--- src/rtl/keen_divider.sv ---
// Iterative restoring divider: one subtract-and-shift step per clock, RISC-V DIV/REM
// semantics for signed operands, valid/ready handshake on both sides.
module keen_divider #(
  parameter int XLEN = 32
) (
  input  logic            clk,
  input  logic            rst_n,
  input  logic            in_valid,
  output logic            in_ready,
  input  logic            is_signed,
  input  logic [XLEN-1:0] dividend,
  input  logic [XLEN-1:0] divisor,
  output logic            out_valid,
  input  logic            out_ready,
  output logic [XLEN-1:0] quotient,
  output logic [XLEN-1:0] remainder
);

  localparam int CNT_W = $clog2(XLEN + 1);
  localparam logic [XLEN-1:0] MOST_NEG = {1'b1, {(XLEN-1){1'b0}}};

  typedef enum logic [1:0] {IDLE, CALC, DONE} state_t;

  state_t           state_reg, state_next;
  logic [XLEN-1:0]  rem_reg, q_reg, divisor_mag_reg;
  logic [XLEN-1:0]  quotient_reg, remainder_reg;
  logic             neg_q_reg, neg_r_reg, out_valid_reg;
  logic [CNT_W-1:0] count_reg;

  logic             accept, div_zero, overflow, dividend_neg, divisor_neg, last_step;
  logic [XLEN-1:0]  dividend_mag, divisor_mag, step_rem, step_q;
  logic [XLEN:0]    shifted, trial;
  logic             trial_ok;

  assign in_ready  = (state_reg == IDLE);
  assign out_valid = out_valid_reg;
  assign quotient  = quotient_reg;
  assign remainder = remainder_reg;

  assign accept       = in_valid & in_ready;
  assign div_zero     = (divisor == '0);
  assign overflow     = is_signed & (dividend == MOST_NEG) & (divisor == '1);
  assign dividend_neg = is_signed & dividend[XLEN-1];
  assign divisor_neg  = is_signed & divisor[XLEN-1];
  // The most-negative value negates to itself, which is its correct unsigned magnitude.
  assign dividend_mag = dividend_neg ? -dividend : dividend;
  assign divisor_mag  = divisor_neg ? -divisor : divisor;

  // The partial remainder is kept below |divisor|, so the extra bit only appears
  // in the shifted/trial word; its top bit of trial is the borrow.
  assign shifted   = {rem_reg, q_reg[XLEN-1]};
  assign trial     = shifted - {1'b0, divisor_mag_reg};
  assign trial_ok  = ~trial[XLEN];
  assign step_rem  = trial_ok ? trial[XLEN-1:0] : shifted[XLEN-1:0];
  assign step_q    = {q_reg[XLEN-2:0], trial_ok};
  assign last_step = (count_reg == CNT_W'(1));

  always_comb begin
    state_next = state_reg;
    case (state_reg)
      IDLE: if (accept) state_next = (div_zero | overflow) ? DONE : CALC;
      CALC: if (last_step) state_next = DONE;
      DONE: if (out_valid_reg & out_ready) state_next = IDLE;
      default: state_next = IDLE;
    endcase
  end

  always_ff @(posedge clk or negedge rst_n) begin
    if (!rst_n) begin
      state_reg       <= IDLE;
      rem_reg         <= '0;
      q_reg           <= '0;
      divisor_mag_reg <= '0;
      quotient_reg    <= '0;
      remainder_reg   <= '0;
      neg_q_reg       <= 1'b0;
      neg_r_reg       <= 1'b0;
      out_valid_reg   <= 1'b0;
      count_reg       <= '0;
    end else begin
      state_reg <= state_next;
      case (state_reg)
        IDLE: begin
          if (accept) begin
            if (div_zero) begin
              quotient_reg  <= '1;
              remainder_reg <= dividend;
            end else if (overflow) begin
              quotient_reg  <= dividend;
              remainder_reg <= '0;
            end else begin
              rem_reg         <= '0;
              q_reg           <= dividend_mag;
              divisor_mag_reg <= divisor_mag;
              neg_q_reg       <= dividend_neg ^ divisor_neg;
              neg_r_reg       <= dividend_neg;
              count_reg       <= CNT_W'(XLEN);
            end
          end
        end
        CALC: begin
          rem_reg   <= step_rem;
          q_reg     <= step_q;
          count_reg <= count_reg - CNT_W'(1);
          if (last_step) begin
            quotient_reg  <= neg_q_reg ? -step_q : step_q;
            remainder_reg <= neg_r_reg ? -step_rem : step_rem;
          end
        end
        DONE: begin
          // Raised one cycle after entering DONE, dropped on the handshake edge.
          out_valid_reg <= ~(out_valid_reg & out_ready);
        end
        default: ;
      endcase
    end
  end

endmodule
--- config.mk ---
export PLATFORM = sky130hd
export DESIGN_NAME = keen_divider
export DESIGN_NICKNAME = d
export VERILOG_FILES = /design/src/rtl/keen_divider.sv
export SDC_FILE = /design/constraint.sdc
export NUM_CORES = 1
export LEC_CHECK = 0
export CAP_MARGIN = 20
export CORE_UTILIZATION = 45
export DETAILED_ROUTE_END_ITERATION = 10
export GPL_ROUTABILITY_DRIVEN = 0
export PLACE_DENSITY = 0.65
export SLEW_MARGIN = 10
export SYNTH_ARGS = -nofsm -noshare
export SYNTH_HDL_FRONTEND = slang
export SYNTH_SLANG_ARGS = --single-unit
--- constraint.sdc ---
create_clock -name clk -period 15.3 [get_ports clk]
set_clock_uncertainty 0.2 [all_clocks]
set_input_delay 1.53 -clock clk [delete_from_list [all_inputs] [get_ports clk]]
set_output_delay 1.53 -clock clk [all_outputs]
set_load 0.1 [all_outputs]
==> results.py <==
metrics = {
    "cts": {
        "cts_buffers": 17,
        "cts_sinks": 171,
        "cts_buffer_depth": 2,
        "post_cts_buffers": 0,
        "cts_tree": "done",
        "htreeDepth": 4,
        "cts.reportedPaths.clkPinSlew_ps": 70,
        "cts_resized": 0,
        "hold_buffers": 0,
        "clk_latency_ps": 440,
        "root_buffer": "clkbuf_16",
    },
    "detailed_routing": {
        "drt.antenna.violating_nets": 0,
        "vias": 12000,
        "wire_per_inst_um": 19.6,
        "drc_errors": 0,
        "viasPerCell": 5.99,
        "finalWirelength_mm": 39.2,
        "drtPass1Iterations": 7,
        "dr.first_iter.drc_count": 966,
    },
    "timing": {
        "fin_crit_sh": 0.384,
        "fmax_ghz": 0.170,
        "min_period_ps": 5870,
        "setup-tns-final_ps": 0,
        "rsz0062_at_grt": "false",
        "worst_pin_slew_ps": 1050,
        "hold_viol_final": 0,
        "max_slew_margin": 0.303,
        "drv_slew": 0,
        "finalSetupViolations": 0,
    },
    "final_layout": {
        "num-fill-cells": 2551,
        "syn_to_final_growth_pct": 17.6,
        "nNetsFinal": 1752,
        "post_route_cells_drive_above_1_share": 0.0423,
        "num_antenna_cells": 0,
    },
    "setup_path": {
        "path_common_cell": "or4_1",
        "critPathSlowestCell": "and2_1",
        "worstSetupStartpointType": "input port",
        "crit_arrival_ps": 6000,
        "end_kind": "flip-flop",
        "path_delay_family": "simple AND/OR/NAND/NOR gates",
        "cp_num_buf_inv": 3,
        "path_max_fanout": 24,
        "slowest_delay_ps": 870,
        "crit_required_ps": 15420,
        "path_cells": "clkdlybuf4s50_1, or4_1, or4_1, nor3_2, nand4_1, nor3_1, buf_4, a31oi_1, inv_1, a21oi_1, nor2_1, and2_1, o211ai_1, o22a_1",
        "worstSetupPathType": "input port to flip-flop",
    },
    "synthesis": {
        "syn_area_um2": 12400,
        "yosysSeqAreaShare": 0.345,
        "syn_area_per_cell_um2": 7.92,
        "yosysUniqueCellTypes": 73,
        "synth-edff-count": 0,
        "synth_nets": 1673,
        "syn_inst": 1564,
        "synthArstFlopShare": 1.00,
        "yosysWarnings": 0,
        "synth-seq-cells": 171,
        "ys.flop_type": "dfrtp_1",
    },
    "die": {
        "core-area_um2": 27000,
        "rows": 60,
        "pin_count": 135,
        "initial_core_util": 0.460,
        "die_width_um": 168,
        "fp.dieH_um": 168,
        "die_area_um2": 28200,
    },
    "global_routing": {
        "grt_max_degree": 105,
        "grt_use_total": 0.284,
        "grt_pass1_wl_mm": 63.3,
        "antenna_found_initial": 0,
        "grt_overflow_total": 0,
        "grt_pass1_vias": 11400,
    },
    "job": {
        "drv_cap": 0,
    },
    "place": {
        "portBuffers": 134,
        "dp.final_hpwl_mm": 28.9,
    },
    "hold_path": {
        "hold_class": "flip-flop to flip-flop",
    },
    "run_status": {
        "status": "finished, final reports clean",
    },
}
## cell type report
| cell class | count | area, um2 | share of cell area |
|---|---|---|---|
| clock buffers | 18 | 439 | 0.0301 |
| clock inverters | 14 | 160 | 0.0110 |
| inverters | 63 | 236 | 0.0162 |
| multi-input cells | 1244 | 7580 | 0.520 |
| flip-flops and latches | 171 | 4280 | 0.294 |
| well taps | 341 | 427 | 0.0293 |
| repair buffers | 146 | 1450 | 0.0997 |
## Yosys cell counts, types with 3 or more instances
| master | instances | share of area |
|---|---|---|
| o21a_1 | 11 | 0.0067 |
| buf_2 | 7 | 0.0028 |
| o41ai_1 | 8 | 0.0057 |
| nor4_1 | 15 | 0.0076 |
| and2_1 | 6 | 0.0030 |
| nand2b_1 | 7 | 0.0035 |
| and3_1 | 6 | 0.0030 |
| o21bai_1 | 4 | 0.0024 |
| a22oi_1 | 21 | 0.013 |
| or4_4 | 3 | 0.0027 |
| or4_1 | 10 | 0.0061 |
| or3_1 | 18 | 0.0091 |
| o31a_1 | 5 | 0.0035 |
| nor3_1 | 48 | 0.019 |
| mux2i_1 | 31 | 0.025 |
| nand3_1 | 16 | 0.0065 |
| o211ai_1 | 12 | 0.0073 |
| a21oi_1 | 76 | 0.031 |
| xor2_1 | 78 | 0.055 |
| o21ai_0 | 204 | 0.082 |
| clkbuf_1 | 74 | 0.022 |
| o31ai_1 | 30 | 0.018 |
| buf_1 | 3 | 0.00091 |
| and2_0 | 3 | 0.0015 |
| o22ai_1 | 44 | 0.022 |
| a211oi_1 | 13 | 0.0079 |
| a2bb2oi_1 | 3 | 0.0021 |
| inv_1 | 63 | 0.019 |
| nand2_1 | 274 | 0.083 |
| o21ai_1 | 4 | 0.0016 |
| nor2_1 | 87 | 0.026 |
| nand4_1 | 13 | 0.0066 |
| a221oi_1 | 3 | 0.0021 |
| ha_1 | 39 | 0.039 |
| a21o_1 | 11 | 0.0067 |
| o311ai_0 | 6 | 0.0042 |
| dfrtp_1 | 171 | 0.35 |
| nor2b_1 | 8 | 0.0040 |
| a31oi_1 | 21 | 0.011 |
| a311oi_1 | 3 | 0.0021 |
| xnor2_1 | 68 | 0.048 |
## placed cells by master, fill, tap and decap left out, types with 7 or more instances in the layout
cell               n
clkbuf_16         17
mux2i_1           31
buf_4             11
nor4_1            15
xor2_1            78
nand3_1           16
or4_1             10
o41ai_1            8
clkdlybuf4s50_1  133
o31ai_1           30
a21oi_1           76
a211oi_1          13
nor2_1            86
o21ai_0          204
nand4_1           13
nor3_1            47
nor2b_1            7
a31oi_1           21
a22oi_1           21
nand2_1          273
o211ai_1          12
o21a_1            11
o22ai_1           44
dfrtp_1          171
or3_1             18
inv_1             63
a21o_1            11
xnor2_1           68
ha_1              39
## final timing paths
check | depth (start not counted) | slack (ps) | startpoint | to
worst max-delay path | 14 | 9430 | divisor[7] | remainder[31]$_DFFE_PN0P_
max in group asynchronous | 2 | 12490 | rst_n | remainder[25]$_DFFE_PN0P_
worst max register to register | 19 | 9550 | rem_reg[18]$_DFFE_PN0P_ | quotient[30]$_DFFE_PN0P_
worst min-delay path | 2 | 270 | quotient[10]$_DFFE_PN0P_ | quotient[10]$_DFFE_PN0P_
min in group asynchronous | 1 | 970 | rst_n | remainder[10]$_DFFE_PN0P_
worst min register to register | 2 | 270 | quotient[10]$_DFFE_PN0P_ | quotient[10]$_DFFE_PN0P_
## tightest hold or removal path, delay by kind of cell, from the launching register on
kind	cells	cell delay, ps
AND/OR/NAND/NOR	2	100
flip-flops	1	340
## cells by family after synthesis
| family | Yosys count | synth area share |
|---|---|---|
| mux | 31 | 0.0250 |
| simple gates | 534 | 0.197 |
| compound gates | 493 | 0.241 |
| flops | 171 | 0.345 |
| fa+ha+maj | 40 | 0.0410 |
| xor+xnor | 146 | 0.103 |
| buf+inv | 149 | 0.0467 |
## metal layers
metal  wire length [um]  track usage
met1              18000        0.397
met2              17600        0.449
met3               2580       0.0463
met4                960       0.0874
met5                  0            0
## stage by stage
stage	std cells	worst slack, ps	util	hold WS (ps)	area, um2
6_report	1997	9430	0.541	271	14600
5_1_grt	1997	9030	0.541	301	14600
4_1_cts	1996	9490	0.540	274	14500
3_5_place_dp	1964	9080	0.517	258	13900
3_3_place_gp	1964	9200	0.517	260	13900
2_1_floorplan	1564	9820	-	250	12400
Power is not shown: default switching activity piles up to over one toggle a cycle in this logic, so the estimate is an artifact.
